--- config.mk ---
export PLATFORM = sky130hd
export DESIGN_NAME = alu_result_skid
export DESIGN_NICKNAME = d
export VERILOG_FILES = /design/src/rtl/mrisc_pkg.sv /design/src/rtl/wb_entry_reg.sv /design/src/rtl/alu_result_skid.sv
export SDC_FILE = /design/constraint.sdc
export NUM_CORES = 1
export LEC_CHECK = 0
export CORE_ASPECT_RATIO = 1.2
export CORE_MARGIN = 2
export CORE_UTILIZATION = 49
export DETAILED_ROUTE_END_ITERATION = 6
export HOLD_SLACK_MARGIN = 0.02
export MAX_ROUTING_LAYER = met4
export PLACE_DENSITY = 0.8
export SKIP_LAST_GASP = 1
export SLEW_MARGIN = 20
export SYNTH_ARGS = -nofsm -noshare
export SYNTH_HDL_FRONTEND = slang
export SYNTH_SLANG_ARGS = --single-unit
export TNS_END_PERCENT = 50
--- constraint.sdc ---
create_clock -name clk -period 2.5 [get_ports clk]
set_input_delay 0.375 -clock clk [delete_from_list [all_inputs] [get_ports clk]]
set_output_delay 0.375 -clock clk [all_outputs]
set_load 0.03 [all_outputs]
--- src/rtl/mrisc_pkg.sv ---
// Shared types for the mrisc execute/writeback path.
// Holds datapath widths, skid FSM states and the writeback entry bundle.
package mrisc_pkg;

  localparam int DATA_W     = 32;
  localparam int REG_ADDR_W = 5;

  typedef enum logic [1:0] {
    EMPTY = 2'd0,
    ONE   = 2'd1,
    TWO   = 2'd2
  } skid_state_t;

  typedef struct packed {
    logic [DATA_W-1:0]     result;
    logic [REG_ADDR_W-1:0] rd;
    logic                  wen;
    logic                  trap;
  } wb_entry_t;

endpackage

--- src/rtl/wb_entry_reg.sv ---
// Load-enabled writeback entry register.
// Clears asynchronously to an all-zero entry.
module wb_entry_reg
  import mrisc_pkg::*;
(
  input  logic      clk,
  input  logic      rst_n,
  input  logic      ld,
  input  wb_entry_t d,
  output wb_entry_t q
);

  always_ff @(posedge clk or negedge rst_n) begin
    if (!rst_n) begin
      q <= '0;
    end else if (ld) begin
      q <= d;
    end
  end

endmodule

--- src/rtl/alu_result_skid.sv ---
// Execute-to-writeback skid stage behind the adder/subtractor.
// Two-entry valid/ready buffer with overflow trap and sticky flag.
module alu_result_skid
  import mrisc_pkg::*;
#(
  parameter int DATA_W     = mrisc_pkg::DATA_W,
  parameter int REG_ADDR_W = mrisc_pkg::REG_ADDR_W
) (
  input  logic                  clk,
  input  logic                  rst_n,
  input  logic                  flush,
  input  logic                  in_valid,
  output logic                  in_ready,
  input  logic [DATA_W-1:0]     in_result,
  input  logic                  in_overflow,
  input  logic                  in_trap_en,
  input  logic [REG_ADDR_W-1:0] in_rd,
  input  logic                  in_wen,
  output logic                  out_valid,
  input  logic                  out_ready,
  output logic [DATA_W-1:0]     out_result,
  output logic [REG_ADDR_W-1:0] out_rd,
  output logic                  out_wen,
  output logic                  out_trap,
  output logic                  ovf_sticky,
  input  logic                  ovf_clr
);

  skid_state_t state_q, state_d;
  logic        ready_q, valid_q;
  logic        sticky_q;
  logic        accept, pop;
  logic        head_ld, skid_ld;
  wb_entry_t   new_e, head_d, head_q, skid_q;

  assign accept = in_valid & ready_q;
  assign pop    = valid_q & out_ready;

  // Trapping overflow keeps the result but never reaches the register file.
  always_comb begin
    new_e.result = in_result;
    new_e.rd     = in_rd;
    new_e.trap   = in_overflow & in_trap_en;
    new_e.wen    = in_wen & ~new_e.trap & (in_rd != '0);
  end

  always_comb begin
    state_d = state_q;
    head_ld = 1'b0;
    skid_ld = 1'b0;
    head_d  = new_e;
    if (flush) begin
      state_d = EMPTY;
    end else begin
      unique case (state_q)
        EMPTY: begin
          if (accept) begin
            state_d = ONE;
            head_ld = 1'b1;
          end
        end
        ONE: begin
          if (accept && pop) begin
            head_ld = 1'b1;
          end else if (accept) begin
            state_d = TWO;
            skid_ld = 1'b1;
          end else if (pop) begin
            state_d = EMPTY;
          end
        end
        TWO: begin
          if (pop) begin
            state_d = ONE;
            head_ld = 1'b1;
            head_d  = skid_q;
          end
        end
        default: state_d = EMPTY;
      endcase
    end
  end

  always_ff @(posedge clk or negedge rst_n) begin
    if (!rst_n) begin
      state_q <= EMPTY;
      ready_q <= 1'b1;
      valid_q <= 1'b0;
    end else begin
      state_q <= state_d;
      ready_q <= (state_d != TWO);
      valid_q <= (state_d != EMPTY);
    end
  end

  // A dropped (flushed) input must not mark overflow; set beats clear.
  always_ff @(posedge clk or negedge rst_n) begin
    if (!rst_n) begin
      sticky_q <= 1'b0;
    end else if (accept && !flush && in_overflow) begin
      sticky_q <= 1'b1;
    end else if (ovf_clr) begin
      sticky_q <= 1'b0;
    end
  end

  wb_entry_reg u_head (
    .clk   (clk),
    .rst_n (rst_n),
    .ld    (head_ld),
    .d     (head_d),
    .q     (head_q)
  );

  wb_entry_reg u_skid (
    .clk   (clk),
    .rst_n (rst_n),
    .ld    (skid_ld),
    .d     (new_e),
    .q     (skid_q)
  );

  assign in_ready   = ready_q;
  assign out_valid  = valid_q;
  assign out_result = head_q.result;
  assign out_rd     = head_q.rd;
  assign out_wen    = head_q.wen;
  assign out_trap   = head_q.trap;
  assign ovf_sticky = sticky_q;

endmodule

==> results of run 1 <==
[layout by cell type (no fill, tap or decap), drive strengths merged, types with 2 or more instances in the layout]
cell	synthesis	routed
dfrtp	82	82
clkdlybuf4s50	0	86
mux2i	2	2
o221a	38	38
inv	4	5
a211oi	2	2
buf	8	7
or3	38	38
o211ai	2	2
bufinv	0	3
or2	2	2
clkinv	0	2
mux2	37	37
clkbuf	15	10
nand2	4	4
[Yosys cell counts (2+ instances only)]
| library cell | instances |
|---|---|
| dfrtp_1 | 82 |
| o221a_2 | 38 |
| or3_1 | 38 |
| mux2_2 | 29 |
| clkbuf_1 | 15 |
| mux2_4 | 8 |
| buf_2 | 6 |
| inv_1 | 4 |
| nand2_1 | 4 |
| a211oi_1 | 2 |
| buf_6 | 2 |
| mux2i_1 | 2 |
| o211ai_1 | 2 |
| or2_2 | 2 |
[registers in the layout, summed over array words and instances (netlist names)]
register / flops
u_skid.q: 39
out_valid: 1
in_ready: 1
state_q: 2
u_head.q: 39
ovf_sticky: 1
[cells by family (layout without fill, tap and decap cells)]
family                    Yosys count  count (layout)  synth area share
AOI/OAI and AO/OA                  51              51             0.149
xor gates and xnor gates            1               1           0.00249
buffers and inverters              27             114            0.0352
DFF                                83              83             0.590
muxes                              39              39             0.133
and+or+nand+nor                    50              50            0.0910
[layout make-up]
class	instances	area (um^2)
Fill cell	490	2180
Clock buffer	10	128
Timing Repair Buffer	94	936
Sequential cell	83	2080
Inverter	4	15.0
Tap cell	87	109
Clock inverter	6	113
Multi-Input combinational cell	141	1340
[how the worst max path moves through the flow]
stage / to / slack [ps]
2_1_floorplan: u_skid.q[10] / 520
3_3_place_gp: u_head.q[35] / 80
3_5_place_dp: u_skid.q[4] / 50
4_1_cts: u_skid.q[4] / 430
5_1_grt: u_head.q[33] / 300
6_report: u_head.q[19] / 410
[what timing repair did]
item / 4_1_cts / 5_1_grt
hold endpoints to repair: 34 / 0
setup endpoints to repair: 0 / 0
hold buffers: 1 / 0
setup buffers: 0 / 0
[layer usage]
metal / share of wire / vias up / wire length, um
li1: - / 1136 / -
met1: 0.43 / 1292 / 3440
met2: 0.51 / 74 / 4080
met3: 0.043 / 7 / 339
met4: 0.013 / 0 / 103
met5: 0 / - / 0
[stage by stage]
stage / util / hold WS [ps] / total power (W) / cells / setup slack (ps)
5_1_grt: 0.684 / 528 / 0.00516 / 425 / 301
3_3_place_gp: 0.647 / 360 / 0.00373 / 408 / 82.2
6_report: 0.684 / 505 / 0.00492 / 425 / 409
4_1_cts: 0.684 / 509 / 0.00496 / 425 / 425
2_1_floorplan: - / 79.4 / 0.00310 / 251 / 519
3_5_place_dp: 0.647 / 362 / 0.00380 / 408 / 46.6
[report_power, final]
group | leakage, nW | switching (W) | internal [W]
registers | 0.962 | 0.000303 | 0.00185
logic | 0.851 | 0.000755 | 0.000863
clock network | 0.121 | 0.000481 | 0.000668
==> run metrics, run 1 <==
result of the run=completed; r2r startpoint=state_q[1]; HP Start=u_skid.q[6]; I/O Buffers=87; Netlist cell types=31; Synth Warn #=0; Worst EP arrival=2370 ps; worst-case reg-to-reg path depth=3; met2 usage=0.347; die height=96.9 um; met1 GRT Util=0.295; data required time of the critical path=2780 ps; synth top area cells=dfrtp_1 (58%), o221a_2 (12%), mux2_2 (9.3%); total track usage=0.225; RSZ-0062 raised after global routing=false; Final Critical Period=2090 ps; largest stage delay on the critical path=880 ps; Post-Syn Area per Cell=14.0 um^2; # diodes=0; Max Fclk=0.478 GHz; worst skew pair latency=350 ps; Hold Path End=u_skid.q[6]; Initial DRC Count=197; FF+latch count, synth=83; worst setup path startpoint=out_ready; reg2reg end=u_head.q[19]; hold path cells=1; HPWL Detailed=5160 um; Buf+Inv Stages, Crit Path=1; number of global-route vias before repair=2625; top-area cell type share of the netlist area=0.583; Setup Skew=11.6 ps; maximum clock insertion buffer count=2; crit-path max FO=38; largest area contributor in the netlist=dfrtp_1; antenna violations before repair=0; Clock transition at path regs=80 ps; Synth Flop Type=dfrtp_1; CP delay by family, top=compound AO/OA/AOI/OAI gates; Power Dens Cells=1040 nW/um^2; # rows=33; io pins=88; final setup vio count=0; crit path cell chain=clkdlybuf4s50_1 > nand4b_1 > o22ai_4 > o221a_2; Mapped Nets=297; Startpoint Class=input port; Final Hold Viols=0; Overflow after GRT=0; Final #Nets=379; Synth async-reset ratio=1.00; DRT Pass-1 Iters=4; Crit. path cell count=4; Layout area overhead=33.9%; Antenna Violating Nets Remaining=0; Max-Cap Viols=0; R2R setup slack=430 ps; Post-Syn Area=3520 um^2; Avg Vias per Cell=5.90; Core Area=6900 um^2; CTS tree=done; CP endpoint kind=register; Crit-path slowest cell=o22ai_4; post_cts resized=0; initial core utilization=0.511; fin crit share=0.836; die width=81.4 um; via total after detailed routing=2509; Max VDD drop=0.615 mV; CTS Sinks=83; H-Tree Depth=3; CTS Root Buffer Type=clkbuf_8; first-pass GRT wire length=13200 um; mean routed wirelength per cell=18.7 um; met3 GRT Util=0.0476; Setup TNS Final=0 ps; sequential share of the synthesized area=0.590; largest net degree at the start of global routing=49; max-slew violation count=0; Static Leak=1.93 nW; fraction of layout cells with a size suffix above 1=0.305; Final Wtd Congestion=0.747; Post-synth EDFFs=0; Post-Syn Instances=251; total CTS buffers=9; Hold Path Class=register to register; critical path class=input port to register; dpl cell area=4460 um^2; Die Area=7880 um^2; grt peak-use layer=met2; final instance area=4710 um^2; final wirelength=7960 um; Slew HR=0.256; Slew @ Worst Pin=1120 ps; DRC violations left=0
(Power assumes the default switching activity.)
==> run 2: changes to the inputs <==
- CORE_UTILIZATION: 49 -> 44
- PLACE_DENSITY: 0.8 -> 0.76
- clock period: 2.5 -> 1.7 ns (I/O delays scaled with it)
==> run metrics, run 2 (synthesis gave the netlist of run 1 again) <==
result of the run=finished with violations; failing checks=setup timing; most common cell after layout, fill and taps aside=dfrtp_1; Clock transition at path regs=90 ps; Reg power frac=0.458; Core Area=7710 um^2; H-Tree Depth=3; DRT Pass-1 Iters=4; Final Hold Viols=0; Power Dens Cells=1420 nW/um^2; worst-case reg-to-reg path depth=4; combinational share of power=0.352; data required time of the critical path=1940 ps; Antenna Violating Nets Remaining=0; Net Sw Frac=0.335; Setup Skew=12.3 ps; # rows=35; DRC violations left=0; max-slew violation count=0; Worst EP arrival=1980 ps; Overflow after GRT=0; Static Leak=2.04 nW; io pins=88; Final Wtd Congestion=0.807; Initial DRC Count=140; mean routed wirelength per cell=18.2 um; Die Area=8740 um^2; first-pass GRT wire length=13500 um; Slew @ Worst Pin=497 ps; fin crit share=1.03; Hold Path Class=input port to async pin; via total after detailed routing=2528; Final Critical Period=1750 ps; Regs by FF count=u_head.q (39), u_skid.q (39), state_q (2); Startpoint Class=register; crit-path max FO=25; antenna violations before repair=0; Max-Cap Viols=0; total CTS buffers=9; switching pwr=0.00231 W; Avg Vias per Cell=5.62; area taken by multi-input logic gates=1350 um^2; worst skew pair latency=360 ps; largest net degree at the start of global routing=38; CTS tree=done; Max VDD drop=0.709 mV; Clk pwr share=0.190; fill cell count=616; number of global-route vias before repair=2699; RSZ-0062 raised after global routing=true; Layout area overhead=38.6%; final setup vio count=37; die width=85.7 um; CTS Root Buffer Type=clkbuf_8; post-placement setup slack=-331 ps; final wirelength=8180 um; initial core utilization=0.457; Final #Nets=399; # diodes=0; Max Fclk=0.573 GHz; fraction of layout cells with a size suffix above 1=0.349; Slew HR=0.669; maximum clock insertion buffer count=2; Final WS setup=-45.4 ps; critical path class=register to register; I/O Buffers=87; CTS Sinks=83; CP endpoint kind=register; total track usage=0.205; setup repair bufs after CTS=0; HPWL Detailed=5540 um; Pwr Total=0.00691 W; internal power=0.00459 W; Reg area=2080 um^2; die height=102 um; most frequent cells in the layout=dfrtp_1 (82), clkdlybuf4s50_1 (81), or3_1 (38), o221a_2 (38), mux2_2 (29)
==> run 2: power groups by stage <==
stage                     logic (W)  registers, W  clock network, W
after floorplan            0.000921       0.00364                 0
after global placement      0.00239       0.00316                 0
after detailed placement    0.00246       0.00320                 0
after CTS                   0.00246       0.00317           0.00135
after global routing        0.00258       0.00326           0.00144
final                       0.00243       0.00317           0.00131
==> run 2: cell type report <==
class / instances / area share
well taps: 92 / 0.0236
inverters: 4 / 0.00308
multi-input cells: 141 / 0.276
clock inverters: 7 / 0.0123
clock buffers: 9 / 0.0254
repair buffers: 114 / 0.234
flip-flops and latches: 83 / 0.426
==> run 2: worst max-delay path, cell delays in order, from the launching register on <==
cell and delay (ps):
dfstp_2 560, nand2_2 60, or4b_4 510, buf_12 190, mux2_4 310
==> run 2: final timing paths <==
check	startpoint	endpoint	slack, ps
worst max register to register	in_ready	u_skid.q[4]	-50
worst min-delay path	rst_n	u_head.q[21]	400
min in group clk	ovf_clr	ovf_sticky	460
max in group asynchronous	rst_n	u_head.q[16]	690
worst min register to register	u_skid.q[6]	u_skid.q[6]	510
worst max-delay path	in_ready	u_skid.q[4]	-50
==> run 2: metrics by stage <==
step	cells	setup TNS [ps]	hold WS, ps	utilization	area (um^2)
after global routing	450	-2410	429	0.633	4880
after detailed placement	433	-21810	255	0.607	4680
final	450	-943	397	0.633	4880
after global placement	433	-19810	257	0.607	4680
after floorplan	251	-5920	-40.6	-	3530
after CTS	450	-1040	405	0.632	4870
==> run 2: what timing repair did <==
action                                  in CTS  in global routing
endpoints found under the hold margin       34                  0
hold buffers                                 1                  0
gates resized for setup                      2                  3
endpoints found under the setup margin      40                 78
==> run 2: metal layers <==
| layer | vias to the layer above | part of all wire | GRT usage | routed length [um] |
|---|---|---|---|---|
| li1 | 1174 | - | - | - |
| met1 | 1280 | 0.44 | 0.262 | 3600 |
| met2 | 65 | 0.50 | 0.324 | 4060 |
| met3 | 9 | 0.051 | 0.0557 | 421 |
| met4 | 0 | 0.011 | 0.0598 | 93 |
| met5 | - | 0 | - | 0 |
